### src/rtl/debounce_pkg.sv
// Shared constants for the push-button debouncer: FSM state encoding and
// the default number of stable samples needed to accept a level change.
package debounce_pkg;

    // Per-channel FSM encoding (2-bit, fixed values)
    localparam logic [1:0] ST_IDLE         = 2'd0;
    localparam logic [1:0] ST_PRESS_WAIT   = 2'd1;
    localparam logic [1:0] ST_PRESSED      = 2'd2;
    localparam logic [1:0] ST_RELEASE_WAIT = 2'd3;

    localparam int STABLE_SAMPLES_DEFAULT = 4;

endpackage

### src/rtl/debounce_chan.sv
// One debounced push-button channel: 2-flop input synchronizer, polarity
// normalisation, accept/reject FSM with stable-sample counter, and
// registered level / press / release outputs.
module debounce_chan
    import debounce_pkg::*;
#(
    parameter int STABLE_SAMPLES = STABLE_SAMPLES_DEFAULT,
    parameter bit ACTIVE_LOW     = 1'b1
) (
    input  logic Clk,
    input  logic Reset,
    input  logic SampleStb,
    input  logic BtnRaw,
    output logic BtnLevel,
    output logic BtnPress,
    output logic BtnRelease
);

    localparam int               CNT_W   = $clog2(STABLE_SAMPLES + 1);
    localparam logic [CNT_W-1:0] CNT_MAX = CNT_W'(STABLE_SAMPLES);
    localparam logic [CNT_W-1:0] CNT_ONE = CNT_W'(1);

    logic             raw_meta;
    logic             raw_sync;
    logic             pressed;
    logic [1:0]       state_q;
    logic [1:0]       state_d;
    logic [CNT_W-1:0] cnt_q;
    logic [CNT_W-1:0] cnt_d;
    logic [CNT_W-1:0] cnt_inc;
    logic             level_q;
    logic             level_d;
    logic             press_q;
    logic             release_q;

    // Bring the asynchronous pin into the Clk domain
    always_ff @(posedge Clk) begin
        if (Reset) begin
            raw_meta <= 1'b0;
            raw_sync <= 1'b0;
        end else begin
            raw_meta <= BtnRaw;
            raw_sync <= raw_meta;
        end
    end

    assign pressed = ACTIVE_LOW ? ~raw_sync : raw_sync;
    assign cnt_inc = cnt_q + CNT_ONE;

    // Next-state and counter; both only move on a sample strobe
    always_comb begin
        state_d = state_q;
        cnt_d   = cnt_q;
        if (SampleStb) begin
            case (state_q)
                ST_IDLE: begin
                    if (pressed) begin
                        if (STABLE_SAMPLES == 1) begin
                            state_d = ST_PRESSED;
                            cnt_d   = '0;
                        end else begin
                            state_d = ST_PRESS_WAIT;
                            cnt_d   = CNT_ONE;
                        end
                    end
                end
                ST_PRESS_WAIT: begin
                    if (!pressed) begin
                        state_d = ST_IDLE;
                        cnt_d   = '0;
                    end else if (cnt_inc == CNT_MAX) begin
                        state_d = ST_PRESSED;
                        cnt_d   = '0;
                    end else begin
                        cnt_d   = cnt_inc;
                    end
                end
                ST_PRESSED: begin
                    if (!pressed) begin
                        if (STABLE_SAMPLES == 1) begin
                            state_d = ST_IDLE;
                            cnt_d   = '0;
                        end else begin
                            state_d = ST_RELEASE_WAIT;
                            cnt_d   = CNT_ONE;
                        end
                    end
                end
                ST_RELEASE_WAIT: begin
                    if (pressed) begin
                        state_d = ST_PRESSED;
                        cnt_d   = '0;
                    end else if (cnt_inc == CNT_MAX) begin
                        state_d = ST_IDLE;
                        cnt_d   = '0;
                    end else begin
                        cnt_d   = cnt_inc;
                    end
                end
                default: begin
                    state_d = ST_IDLE;
                    cnt_d   = '0;
                end
            endcase
        end
    end

    // Level follows the state the FSM is entering, so it lags the strobe by one edge
    assign level_d = (state_d == ST_PRESSED) || (state_d == ST_RELEASE_WAIT);

    // FSM state, counter and registered outputs
    always_ff @(posedge Clk) begin
        if (Reset) begin
            state_q   <= ST_IDLE;
            cnt_q     <= '0;
            level_q   <= 1'b0;
            press_q   <= 1'b0;
            release_q <= 1'b0;
        end else begin
            state_q   <= state_d;
            cnt_q     <= cnt_d;
            level_q   <= level_d;
            // level_q always mirrors state_q, so an edge on it marks an accepted change
            press_q   <= level_d & ~level_q;
            release_q <= ~level_d & level_q;
        end
    end

    assign BtnLevel   = level_q;
    assign BtnPress   = press_q;
    assign BtnRelease = release_q;

endmodule

### src/rtl/button_debounce.sv
// Multi-channel push-button debouncer. A single sample strobe is derived
// from the divided SlowClock (treated purely as data) and shared by all
// independent per-button channels.
module button_debounce
    import debounce_pkg::*;
#(
    parameter int NUM_BTN        = 4,
    parameter int STABLE_SAMPLES = STABLE_SAMPLES_DEFAULT,
    parameter bit ACTIVE_LOW     = 1'b1
) (
    input  logic               Clk,
    input  logic               Reset,
    input  logic               SlowClock,
    input  logic [NUM_BTN-1:0] BtnRaw,
    output logic [NUM_BTN-1:0] BtnLevel,
    output logic [NUM_BTN-1:0] BtnPress,
    output logic [NUM_BTN-1:0] BtnRelease
);

    logic slow_meta;
    logic slow_sync;
    logic slow_dly;
    logic sample_stb;

    // Synchronize SlowClock and keep one extra stage for rising-edge detection
    always_ff @(posedge Clk) begin
        if (Reset) begin
            slow_meta <= 1'b0;
            slow_sync <= 1'b0;
            slow_dly  <= 1'b0;
        end else begin
            slow_meta <= SlowClock;
            slow_sync <= slow_meta;
            slow_dly  <= slow_sync;
        end
    end

    // High for exactly one Clk cycle per synchronized SlowClock rising edge
    assign sample_stb = slow_sync & ~slow_dly;

    for (genvar i = 0; i < NUM_BTN; i++) begin : g_chan
        debounce_chan #(
            .STABLE_SAMPLES (STABLE_SAMPLES),
            .ACTIVE_LOW     (ACTIVE_LOW)
        ) u_chan (
            .Clk        (Clk),
            .Reset      (Reset),
            .SampleStb  (sample_stb),
            .BtnRaw     (BtnRaw[i]),
            .BtnLevel   (BtnLevel[i]),
            .BtnPress   (BtnPress[i]),
            .BtnRelease (BtnRelease[i])
        );
    end

endmodule
### config.mk
export PLATFORM = sky130hd
export DESIGN_NAME = button_debounce
export DESIGN_NICKNAME = d
export VERILOG_FILES = /design/src/rtl/debounce_pkg.sv /design/src/rtl/debounce_chan.sv /design/src/rtl/button_debounce.sv
export SDC_FILE = /design/constraint.sdc
export NUM_CORES = 1
export LEC_CHECK = 0
export BUFFER_PORTS_ARGS = -buffer_cell sky130_fd_sc_hd__buf_2
export CORE_ASPECT_RATIO = 0.75
export CORE_MARGIN = 10
export CORE_UTILIZATION = 50
export CTS_CLUSTER_DIAMETER = 30
export DETAILED_ROUTE_END_ITERATION = 7
export PLACE_DENSITY = 0.7
export SLEW_MARGIN = 20
export SYNTH_ARGS = -nofsm -noshare
export SYNTH_HDL_FRONTEND = slang
export SYNTH_HIERARCHICAL = 1
export SYNTH_SLANG_ARGS = --single-unit
export TNS_END_PERCENT = 100
### constraint.sdc
create_clock -name Clk -period 3.05 [get_ports Clk]
set_input_delay 0.305 -clock Clk [delete_from_list [all_inputs] [get_ports Clk]]
set_output_delay 0.305 -clock Clk [all_outputs]
set_load 0.01 [all_outputs]
==> metrics.csv <==
metric,value,unit
holdPathEnd,g_chan[2].u_chan/raw_meta,
outcome,finished clean,
vias,1291,
core,3380,um^2
critPathCaptureType,flip-flop,
insertedDiodeCount,0,
initial_core_util,53.5,%
grt_max_degree,56,
worst-path-max-fanout,22,
fin_crit,1940,ps
finalClockSkew,9.19,ps
fin_area,2020,um^2
fill_cells,291,
syn_to_final_growth,11.7,%
slew_headroom,38.2,%
final.setup.tns,0,ps
timing.fmax,0.515,GHz
synthCells,175,
maxCapViolCount,0,
slowest_stage,nor2b_2,
pwr-share-comb,4.4,%
drt_first_pass_iters,4,
antenna_found_initial,0,
yosysWarnings,6,
power,0.981,mW
rsz0062_at_grt,false,
critPathBufInv,0,
ys_seq_area_share,47.6,%
drive_above_1_share,17.3,%
path_delay_family,simple AND/OR/NAND/NOR gates,
startpoint_type,flip-flop,
final_cell_mix,"43 x dfxtp_1, 18 x buf_2, 13 x nor2b_1",
crit_path_cell_trace,nor2b_2 > nand3_1 > o21ba_1 > a2111oi_2,
fp.dieArea,6440,um^2
worstMarginPinSlew,928,ps
vdd_drop_max,0.000269,V
num_rows,18,
antenna_left,0,
drcViolationCount,0,
htreeDepth,2,
via_per_inst,5.47,
power.density,486,nW/um^2
hold_viol,0,
avgSynthCellArea,10.3,um^2
cts_made_buffers,5,
p_int,0.751,mW
maxSlewViolCount,0,
leakage,0.757,nW
yosys.area.top_type,dfxtp_1,
synthTopCellsByArea,"dfxtp_1 48%, ha_1 5.5%, nor2b_1 4.5%",
setup_violations,0,
postCtsSetupBuffers,0,
min_from,BtnRaw[2],
p_clk_share,36.1,%
port_buffers,18,
synth.cell_area,1810,um^2
clock-root-buffer,clkbuf_8,
cts.sinks,43,
p_switching,0.230,mW
pin_count,19,
crit_type,reg -> reg,
power_frac_seq,59.5,%
layout_commonest_cell,dfxtp_1,
switching_share,23.5,%
reg2reg_slack,1110,ps
path_clk_slew,90,ps
gr-total-overflow,0,
min_path_type,in -> reg,
synth_seq_cells,43,
clock_latency,290,ps
cp.arrival,2140,ps
synth_cell_types,33,
hold_path_depth,2,
dp_hpwl,2220,um
syn_nets,190,
regArea,861,um^2
die_w,89.4,um
timing.rr.end,g_chan[0].u_chan/BtnPress,
holdWs,212,ps
required,3240,ps
die_h,72.1,um
grtUsageTotal,10.4,%
cts_tree,done,
r2r_start,slow_sync,
clockBufferDepth,2,
reg2reg_depth,4,
finalCritPeriodShare,63.7,%
grt_pass1_vias,1225,
multi_input_area,921,um^2
holdBufCountCts,0,
placed_area,1930,um^2
ctsResizeCount,0,
drt_first_iter_violations,53,
nets,210,
place_congestion,0.760,
yosys.area.top_type_share,47.6,%
grt_first_pass_wirelength,5420,um
post_drt_wl_per_cell,13.6,um
critPathMaxStageDelay,650,ps
wirelength,3210,um
logic make-up (layout without fill, tap and decap cells):
family | after synthesis | in the layout | share of synthesized area (%)
flip-flops | 43 | 43 | 47.6
adder cells (fa/ha/maj) | 8 | 8 | 5.54
buffers and inverters | 6 | 27 | 1.39
multiplexers | 2 | 2 | 1.11
AND/OR/NAND/NOR | 66 | 66 | 23.5
AO/OA/AOI/OAI | 42 | 42 | 16.9
XOR/XNOR | 8 | 8 | 3.88
power groups by stage:
stage	Clock [mW]	Combinational (mW)	Sequential (mW)
floorplan	0	0.0316	0.594
global placement	0	0.0410	0.596
detailed placement	0	0.0431	0.597
CTS	0.366	0.0433	0.583
global route	0.389	0.0488	0.585
finish	0.355	0.0429	0.583
routing by layer:
metal	wire length (um)	track usage (%)
met1	1610	12.3
met2	1340	16.2
met3	188	4.13
met4	62	4.75
met5	0	0
stage by stage:
step           cells  util (%)  worst slack, ps
3_3_place_gp     228      57.1             1230
6_report         236      59.7             1110
4_1_cts          236      59.7             1100
3_5_place_dp     228      57.1             1120
2_1_floorplan    175         -             1410
5_1_grt          236      59.7              891
worst max path at each step:
stage                    from                     endpoint  slack, ps  depth (start not counted)
floorplan           slow_sync  g_chan[2].u_chan/BtnRelease       1410                          5
global placement    slow_sync  g_chan[2].u_chan/BtnRelease       1230                          4
detailed placement  slow_sync    g_chan[0].u_chan/BtnPress       1120                          4
CTS                 slow_sync    g_chan[0].u_chan/BtnPress       1100                          4
global route        slow_sync    g_chan[0].u_chan/BtnPress        890                          4
finish              slow_sync    g_chan[0].u_chan/BtnPress       1110                          4
Yosys cell counts:
library cell / number
nand3_1: 4
mux2i_1: 2
nand2_1: 8
or2b_1: 2
o32ai_1: 2
nor2b_2: 1
a21oi_1: 8
o21a_1: 4
nand4_1: 2
o21ba_1: 2
o211ai_1: 4
nor3b_1: 8
nor2b_1: 13
a2111oi_2: 2
nor2_1: 4
buf_1: 2
a311oi_1: 2
nor4bb_1: 2
o21ai_1: 2
ha_1: 8
and3b_1: 4
nand3b_1: 2
xnor2_1: 8
nand2b_1: 8
a211oi_1: 6
clkbuf_1: 2
a211oi_2: 2
dfxtp_1: 43
and4b_1: 2
clkbuf_2: 2
or3_4: 2
o21ai_0: 8
nor3_1: 4
final cells by class:
class	count	area share, %
Multi-Input combinational cell	126	45.6
Sequential cell	43	42.7
Clock inverter	3	0.992
Clock buffer	5	3.41
Tap cell	40	2.48
Timing Repair Buffer	19	4.84
flip-flops by register name, summed over array words and instances (netlist names):
name and count:
g_chan.u_chan/BtnPress 4, g_chan.u_chan/BtnRelease 4, g_chan.u_chan/raw_sync 4, slow_dly 1, slow_sync 1, slow_meta 1, g_chan.u_chan/BtnLevel 4, g_chan.u_chan/raw_meta 4
g_chan.u_chan/state_q 8, g_chan.u_chan/cnt_q 12
No activity file was read; power rests on OpenSTA's default activity.
